<file path="src/rtl/ram_port_a_arbiter.sv">
// Round-robin arbiter/sequencer for port A of a byte-write-enable dual-port RAM.
// Two requesters, three-state IDLE/ACCESS/RESP sequence, one access per three cycles.
module ram_port_a_arbiter #(
    parameter int NUM_COL    = 4,
    parameter int COL_WIDTH  = 8,
    parameter int ADDR_WIDTH = 12,
    parameter int DATA_WIDTH = NUM_COL * COL_WIDTH
) (
    input  logic                  clk,
    input  logic                  rst,
    input  logic                  req0,
    input  logic [NUM_COL-1:0]    we0,
    input  logic [ADDR_WIDTH-1:0] addr0,
    input  logic [DATA_WIDTH-1:0] din0,
    output logic                  ack0,
    input  logic                  req1,
    input  logic [NUM_COL-1:0]    we1,
    input  logic [ADDR_WIDTH-1:0] addr1,
    input  logic [DATA_WIDTH-1:0] din1,
    output logic                  ack1,
    output logic [DATA_WIDTH-1:0] rdata,
    output logic                  busy,
    output logic [NUM_COL-1:0]    ram_weA,
    output logic [ADDR_WIDTH-1:0] ram_addrA,
    output logic [DATA_WIDTH-1:0] ram_dinA,
    input  logic [DATA_WIDTH-1:0] ram_doutA
);

    typedef enum logic [1:0] {
        S_IDLE,
        S_ACCESS,
        S_RESP
    } state_t;

    state_t                r_state;
    logic                  r_prio;
    logic                  r_grant;
    logic                  r_ack0;
    logic                  r_ack1;
    logic                  r_busy;
    logic [NUM_COL-1:0]    r_weA;
    logic [ADDR_WIDTH-1:0] r_addrA;
    logic [DATA_WIDTH-1:0] r_dinA;
    logic                  w_sel;

    // Requester 1 wins if it is alone or if the pointer favours it.
    always_comb begin
        w_sel = req1 && (!req0 || r_prio);
    end

    always_ff @(posedge clk or posedge rst) begin
        if (rst) begin
            r_state <= S_IDLE;
            r_prio  <= 1'b0;
            r_grant <= 1'b0;
            r_ack0  <= 1'b0;
            r_ack1  <= 1'b0;
            r_busy  <= 1'b0;
            r_weA   <= '0;
            r_addrA <= '0;
            r_dinA  <= '0;
        end else begin
            case (r_state)
                S_IDLE: begin
                    if (req0 || req1) begin
                        r_grant <= w_sel;
                        r_weA   <= w_sel ? we1   : we0;
                        r_addrA <= w_sel ? addr1 : addr0;
                        r_dinA  <= w_sel ? din1  : din0;
                        r_busy  <= 1'b1;
                        r_state <= S_ACCESS;
                    end
                end
                S_ACCESS: begin
                    // Enables live for exactly this cycle; ack lands in RESP.
                    r_weA   <= '0;
                    r_ack0  <= !r_grant;
                    r_ack1  <= r_grant;
                    r_state <= S_RESP;
                end
                S_RESP: begin
                    r_ack0  <= 1'b0;
                    r_ack1  <= 1'b0;
                    r_busy  <= 1'b0;
                    r_prio  <= !r_grant;
                    r_state <= S_IDLE;
                end
                default: begin
                    r_state <= S_IDLE;
                end
            endcase
        end
    end

    assign ack0      = r_ack0;
    assign ack1      = r_ack1;
    assign busy      = r_busy;
    assign ram_weA   = r_weA;
    assign ram_addrA = r_addrA;
    assign ram_dinA  = r_dinA;
    assign rdata     = ram_doutA;

endmodule

</file>
<file path="config.mk">
export PLATFORM = sky130hd
export DESIGN_NAME = ram_port_a_arbiter
export DESIGN_NICKNAME = d
export VERILOG_FILES = /design/src/rtl/ram_port_a_arbiter.sv
export SDC_FILE = /design/constraint.sdc
export NUM_CORES = 1
export LEC_CHECK = 0
export CAP_MARGIN = 40
export CORE_AREA = 2 2 100 102
export CTS_CLUSTER_SIZE = 12
export DETAILED_ROUTE_END_ITERATION = 7
export DIE_AREA = 0 0 102 104
export GPL_ROUTABILITY_DRIVEN = 0
export PLACE_DENSITY = 0.88
export SYNTH_ARGS = -nofsm -noshare
export SYNTH_HDL_FRONTEND = slang
export SYNTH_SLANG_ARGS = --single-unit
</file>
<file path="constraint.sdc">
create_clock -name clk -period 1.7 [get_ports clk]
set_input_delay 0.34 -clock clk [delete_from_list [all_inputs] [get_ports clk]]
set_output_delay 0.34 -clock clk [all_outputs]
set_load 0.02 [all_outputs]
</file>
==> flow_summary.ini, run 1 <==
[status]
status = completed

[global_route]
grt-ovfl-total = 0
grt_max_degree = 56
grt_pass1_wl_mm = 14.3
grt.total_usage_pct = 16.5
antenna_found_initial = 0
grt_pass1_vias = 3128

[synthesis]
yosysTopAreaCellShare_pct = 46.4
ys_ff_latch = 55
synthTopCellsByArea = dfrtp_1 (46%), a31oi_1 (9.3%), buf_4 (8.8%), nand3_1 (8.3%), nor2_1 (6.1%)
synth_area_per_cell_um2 = 8.71
synth_top_area_cell = dfrtp_1
synth_nets = 477
yosysWarnings = 0
seq_area_frac_synth_pct = 46.4
synth_area_um2 = 2970
syn_inst = 341
ys_types = 25

[placement]
place_hpwl_mm = 6.75
place_inst = 574
portBuffers = 150

[route]
post_drt_wl_per_cell_um = 15.9
dr.pass1.iters = 4
final_antenna_net_count = 0
drc = 0
drt-total-wl_mm = 9.29
vias = 2978
drt_iter0_drc = 96
drt-vias-per-instance = 5.11

[power]
pwr-share-clk_pct = 9.7
combPwrFrac_pct = 58.5
peakVddDrop_mv = 0.596
pwr-share-seq_pct = 31.8
p_switching_w = 0.00299
swShare_pct = 41.0
power.internal_w = 0.00431
p_per_area_nw_per_um2 = 1610
power_leakage_nw = 1.76

[clock_tree]
path_clk_slew_ps = 100
htree_levels = 2
cts_setup_buffers = 0
root_buffer = clkbuf_8
tritoncts = done
cts_buffer_depth = 2
cts.sinks = 55
clkLatencyLatePin_ps = 300
cts_made_buffers = 5

[final_layout]
drive_above_1_share_pct = 6.22
area_growth_pct = 52.9
instances_no_fill = 583
multi_input_area_um2 = 1170
most-common-layout-cells = clkdlybuf4s50_1 (149), dfrtp_1 (55), nand3_1 (49)
antennaDiodeCount = 0
utilization_pct = 47.5
final_common_cell = clkdlybuf4s50_1
nNetsFinal = 585
fill_cells = 915
seqCellArea_um2 = 1380

[flow_run]
drv_cap = 0

[sta]
clock.fmax_mhz = 609
hold_violations = 0
drv_slew = 0
fin_skew_ps = 5.17
post-route-min-period_ps = 1640
period_share_pct = 96.5
slew_headroom_pct = 76.1
tightest_slew_ps = 359
rsz0062_at_grt = false
setup-violations-final = 0

[floorplan]
die_h_um = 104
io_pins = 215
dieArea_um2 = 10600
start_util_pct = 31.1
core_region_area_um2 = 9550
fp-row-count = 36
chipWidth_um = 102

[critical_path]
crit_buf_inv = 1
crit_cells = 1
worstPathRequired_ps = 1360
criticalPathCategory = reg -> out
crit_path_max_incr_delay_ps = 630
critical_path.top_delay_family = buffers and inverters
r2r_slack_ps = 180
cp-start-kind = register
crit_fanout = 2
critPathSlowestCell = clkdlybuf4s50_1
crit_chain = clkdlybuf4s50_1
worstSetupEndpointType = output pin
r2r_cells = 6
critical_path_arrival_ps = 1300

[hold_path]
worst_hold_path_type = in -> async
[power by group through the flow]
stage	logic, W	registers, W	clock network, W
2_1_floorplan	0.00164	0.00304	0
5_1_grt	0.00463	0.00241	0.000789
4_1_cts	0.00420	0.00233	0.000751
6_report	0.00427	0.00232	0.000710
3_5_place_dp	0.00419	0.00236	0
3_3_place_gp	0.00408	0.00232	0
[cells in the mapped netlist]
| master | n |
|---|---|
| o21a_2 | 1 |
| clkbuf_1 | 13 |
| buf_2 | 11 |
| nand3_1 | 49 |
| o2111ai_1 | 4 |
| nor2b_1 | 1 |
| inv_1 | 6 |
| nand2b_1 | 1 |
| nand4_1 | 4 |
| buf_6 | 3 |
| and2b_1 | 1 |
| o21ai_1 | 17 |
| buf_4 | 35 |
| a31oi_1 | 44 |
| clkbuf_2 | 1 |
| ha_1 | 4 |
| nand3b_1 | 1 |
| nor2_1 | 48 |
| nand2_1 | 2 |
| o21ai_0 | 34 |
| dfrtp_1 | 55 |
| nor3b_4 | 1 |
| inv_2 | 1 |
| a21oi_1 | 2 |
| mux2_2 | 2 |
[metal layers]
layer / part of all wire, % / track usage [%] / vias up
li1: - / - / 1393
met1: 39 / 19.0 / 1393
met2: 51 / 29.0 / 158
met3: 8.3 / 3.76 / 34
met4: 2.4 / 6.67 / 0
met5: 0 / 0 / -
[path summary, 6_finish.rpt]
path / endpoint / startpoint
max reg2reg: ram_dinA[6] / r_state[0]
max: ram_weA[0] / ram_weA[0]
min: ram_dinA[24] / rst
min reg2reg: r_prio / r_grant
min in group clk: r_grant / req1
max in group asynchronous: ram_dinA[4] / rst
[cell type report]
class,count,share of cell area [%]
inverter,7,0.579
timing repair buffer,164,37.9
sequential,55,30.3
multi-input combinational,216,25.8
clock buffer,7,1.68
tap,133,3.67
clock inverter,1,0.110
[cell families after synthesis]
logic type                 Yosys count  synth area share (%)
buffers and inverters               70                  14.5
AOI/OAI and AO/OA                  102                  19.7
adders and majority gates            4                  1.69
and+or+nand+nor                    108                  17.0
DFF                                 55                  46.4
muxes                                2                 0.758
[registers in the layout, indices dropped and copies added, names as in the netlist]
register / cells
r_grant: 1
ack0: 1
ram_dinA: 32
r_state: 2
busy: 1
ram_addrA: 12
ram_weA: 4
r_prio: 1
ack1: 1
[worst register-to-register path, delay by kind of cell, from the launching register on]
kind / cells / cell delay, ps
compound gates: 2 / 390
fa+ha+maj: 1 / 260
simple gates: 1 / 80
buf+inv: 2 / 310
flops: 1 / 420
[through the flow]
stage | TNS (ps) | instance area, um^2 | power (W) | hold WS [ps] | setup slack, ps
3_3_place_gp | 0 | 4430 | 0.00640 | 487 | 55.2
3_5_place_dp | -2.27 | 4430 | 0.00655 | 510 | -2.27
6_report | 0 | 4540 | 0.00731 | 409 | 59.0
2_1_floorplan | 0 | 2970 | 0.00468 | 465 | 17.1
4_1_cts | 0 | 4510 | 0.00728 | 415 | 31.0
5_1_grt | 0 | 4540 | 0.00783 | 441 | 4.61
[timing repair]
item	CTS	global route
gates resized for setup	0	1
setup endpoints to repair	0	10
hold buffers	0	0
No activity file was read; power rests on OpenSTA's default activity.
==> run 2: changes to the inputs <==
--- a/config.mk
+++ b/config.mk
@@ -7,11 +7,13 @@
 export LEC_CHECK = 0
 export CAP_MARGIN = 40
 export CORE_AREA = 2 2 100 102
+export CTS_CLUSTER_DIAMETER = 120
 export CTS_CLUSTER_SIZE = 12
 export DETAILED_ROUTE_END_ITERATION = 7
 export DIE_AREA = 0 0 102 104
 export GPL_ROUTABILITY_DRIVEN = 0
 export PLACE_DENSITY = 0.88
+export REMOVE_ABC_BUFFERS = 1
 export SYNTH_ARGS = -nofsm -noshare
 export SYNTH_HDL_FRONTEND = slang
 export SYNTH_SLANG_ARGS = --single-unit
==> run 2 against run 1 <==
Worst hold slack better by 2.1 ps. Global-route usage is 2.8 points higher. Combinational power hardly changed. First-iteration DRC count is 75% higher.
==> flow_summary.ini, run 2 (same netlist as run 1, synthesis figures left out) <==
[floorplan]
fp-row-count = 36
die_h_um = 104
chipWidth_um = 102
core_region_area_um2 = 9550
dieArea_um2 = 10600
start_util_pct = 31.1
io_pins = 215

[critical_path]
critical_path_arrival_ps = 1300
worstSetupEndpointType = output pin
crit_fanout = 2
crit_chain = clkdlybuf4s50_1
criticalPathCategory = reg -> out
cp-start-kind = register
r2r_cells = 6
r2r_slack_ps = 160
critical_path.top_delay_family = buffers and inverters
r2r_end = ram_weA[0]
crit_path_max_incr_delay_ps = 620
critPathSlowestCell = clkdlybuf4s50_1
crit_buf_inv = 1
worstPathRequired_ps = 1360
r2r_start = r_state[1]

[placement]
place_inst = 573
place_hpwl_mm = 7.98
portBuffers = 150
placed_cell_area_um2 = 4410

[clock_tree]
hold_buffers = 0
tritoncts = done
clkLatencyLatePin_ps = 300
htree_levels = 2
cts.sinks = 55
cts_made_buffers = 5
cts_buffer_depth = 2
path_clk_slew_ps = 100
root_buffer = clkbuf_8

[global_route]
grt_max_degree = 62
grt-ovfl-total = 0
antenna_found_initial = 0
grt.total_usage_pct = 19.3
grt_pass1_vias = 3031
grt_pass1_wl_mm = 15.8

[final_layout]
final_common_cell = clkdlybuf4s50_1
largest_reg_flops = 32
drive_above_1_share_pct = 6.25
utilization_pct = 47.6
most-common-layout-cells = clkdlybuf4s50_1 (148), dfrtp_1 (55), nand3_1 (49)
nNetsFinal = 584
antennaDiodeCount = 0
instances_no_fill = 581
design_area_um2 = 4550
area_growth_pct = 53.1

[sta]
hold_violations = 0
setup-violations-final = 0
post-route-min-period_ps = 1640
drv_slew = 0
clock.fmax_mhz = 608
slew_headroom_pct = 49.0
fin_skew_ps = 8.40
period_share_pct = 96.7
rsz0062_at_grt = false
tightest_slew_ps = 764

[power]
power_leakage_nw = 1.76
peakVddDrop_mv = 0.943
p_per_area_nw_per_um2 = 1640

[hold_path]
worst_hold_path_type = in -> async

[route]
top_layer = met5
met3WireLength_mm = 1.22
met1_length_mm = 4.45
wl_met2_mm = 5.01
drt-total-wl_mm = 10.8
drt-vias-per-instance = 5.18
post_drt_wl_per_cell_um = 18.6
drt_iter0_drc = 168
drc = 0
vias = 3011
final_antenna_net_count = 0
dr.pass1.iters = 5

[flow_run]
drv_cap = 0

[status]
status = completed
-- run 2: cell types whose count changed in the layout (fill, tap and decap cells not counted) --
cell / change
clkbuf_1: -2
clkinv_2: -1
dlymetal6s2s_1: +1
clkinvlp_4: +1
buf_12: -1
clkdlybuf4s50_1: -1
bufinv_16: +1
-- run 2: timing repair --
action / in CTS / in global routing
buffers inserted: 0 / 0
resized for setup: 0 / 2
endpoints found under the setup margin: 0 / 11
-- run 2: how the worst max path moves through the flow --
stage	slack [ps]	from	depth (start not counted)	to
global placement	50	req0	5	ram_addrA[0]
detailed placement	-40	req0	5	ram_dinA[21]
finish	60	ram_addrA[7]	1	ram_addrA[7]
floorplan	-310	r_state[0]	5	ram_weA[0]
global route	4	ram_dinA[1]	1	ram_dinA[1]
CTS	40	busy	1	busy
-- run 2: worst register-to-register path, cell delays in order (launching register included) --
cell       delay (ps)
dfrtp_1           420
inv_1             110
ha_1              270
o21a_4            220
buf_12            190
o2111ai_1         150
nand3_1           120
-- run 2: area by class of cell --
| class | count | area (um^2) |
|---|---|---|
| Fill cell | 928 | 5000 |
| Tap cell | 133 | 166 |
| Inverter | 7 | 26.3 |
| Clock inverter | 2 | 37.5 |
| Timing Repair Buffer | 163 | 1700 |
| Clock buffer | 5 | 68.8 |
| Multi-Input combinational cell | 216 | 1170 |
| Sequential cell | 55 | 1380 |
-- run 2: through the flow --
stage	TNS (ps)	total power, W	setup WS [ps]	hold slack [ps]
finish	0	0.00745	56.3	411
global route	0	0.00793	3.73	413
CTS	0	0.00741	38.9	413
detailed placement	-345	0.00653	-35.4	494
global placement	0	0.00637	53.8	484
floorplan	-11790	0.00440	-312	465
-- run 2: report_power, final --
group / leakage, nW / switching [W] / internal [W]
sequential: 0.626 / 0.000382 / 0.00196
clock: 0.0502 / 0.000426 / 0.000432
combinational: 1.09 / 0.00223 / 0.00203
total: 1.76 / 0.00303 / 0.00442
-- run 2: metal layers --
metal | vias to the layer above | track usage (%)
met5 | - | 6.15
met4 | 2 | 3.24
met2 | 177 | 30.1
li1 | 1385 | -
met1 | 1439 | 23.9
met3 | 8 | 9.54
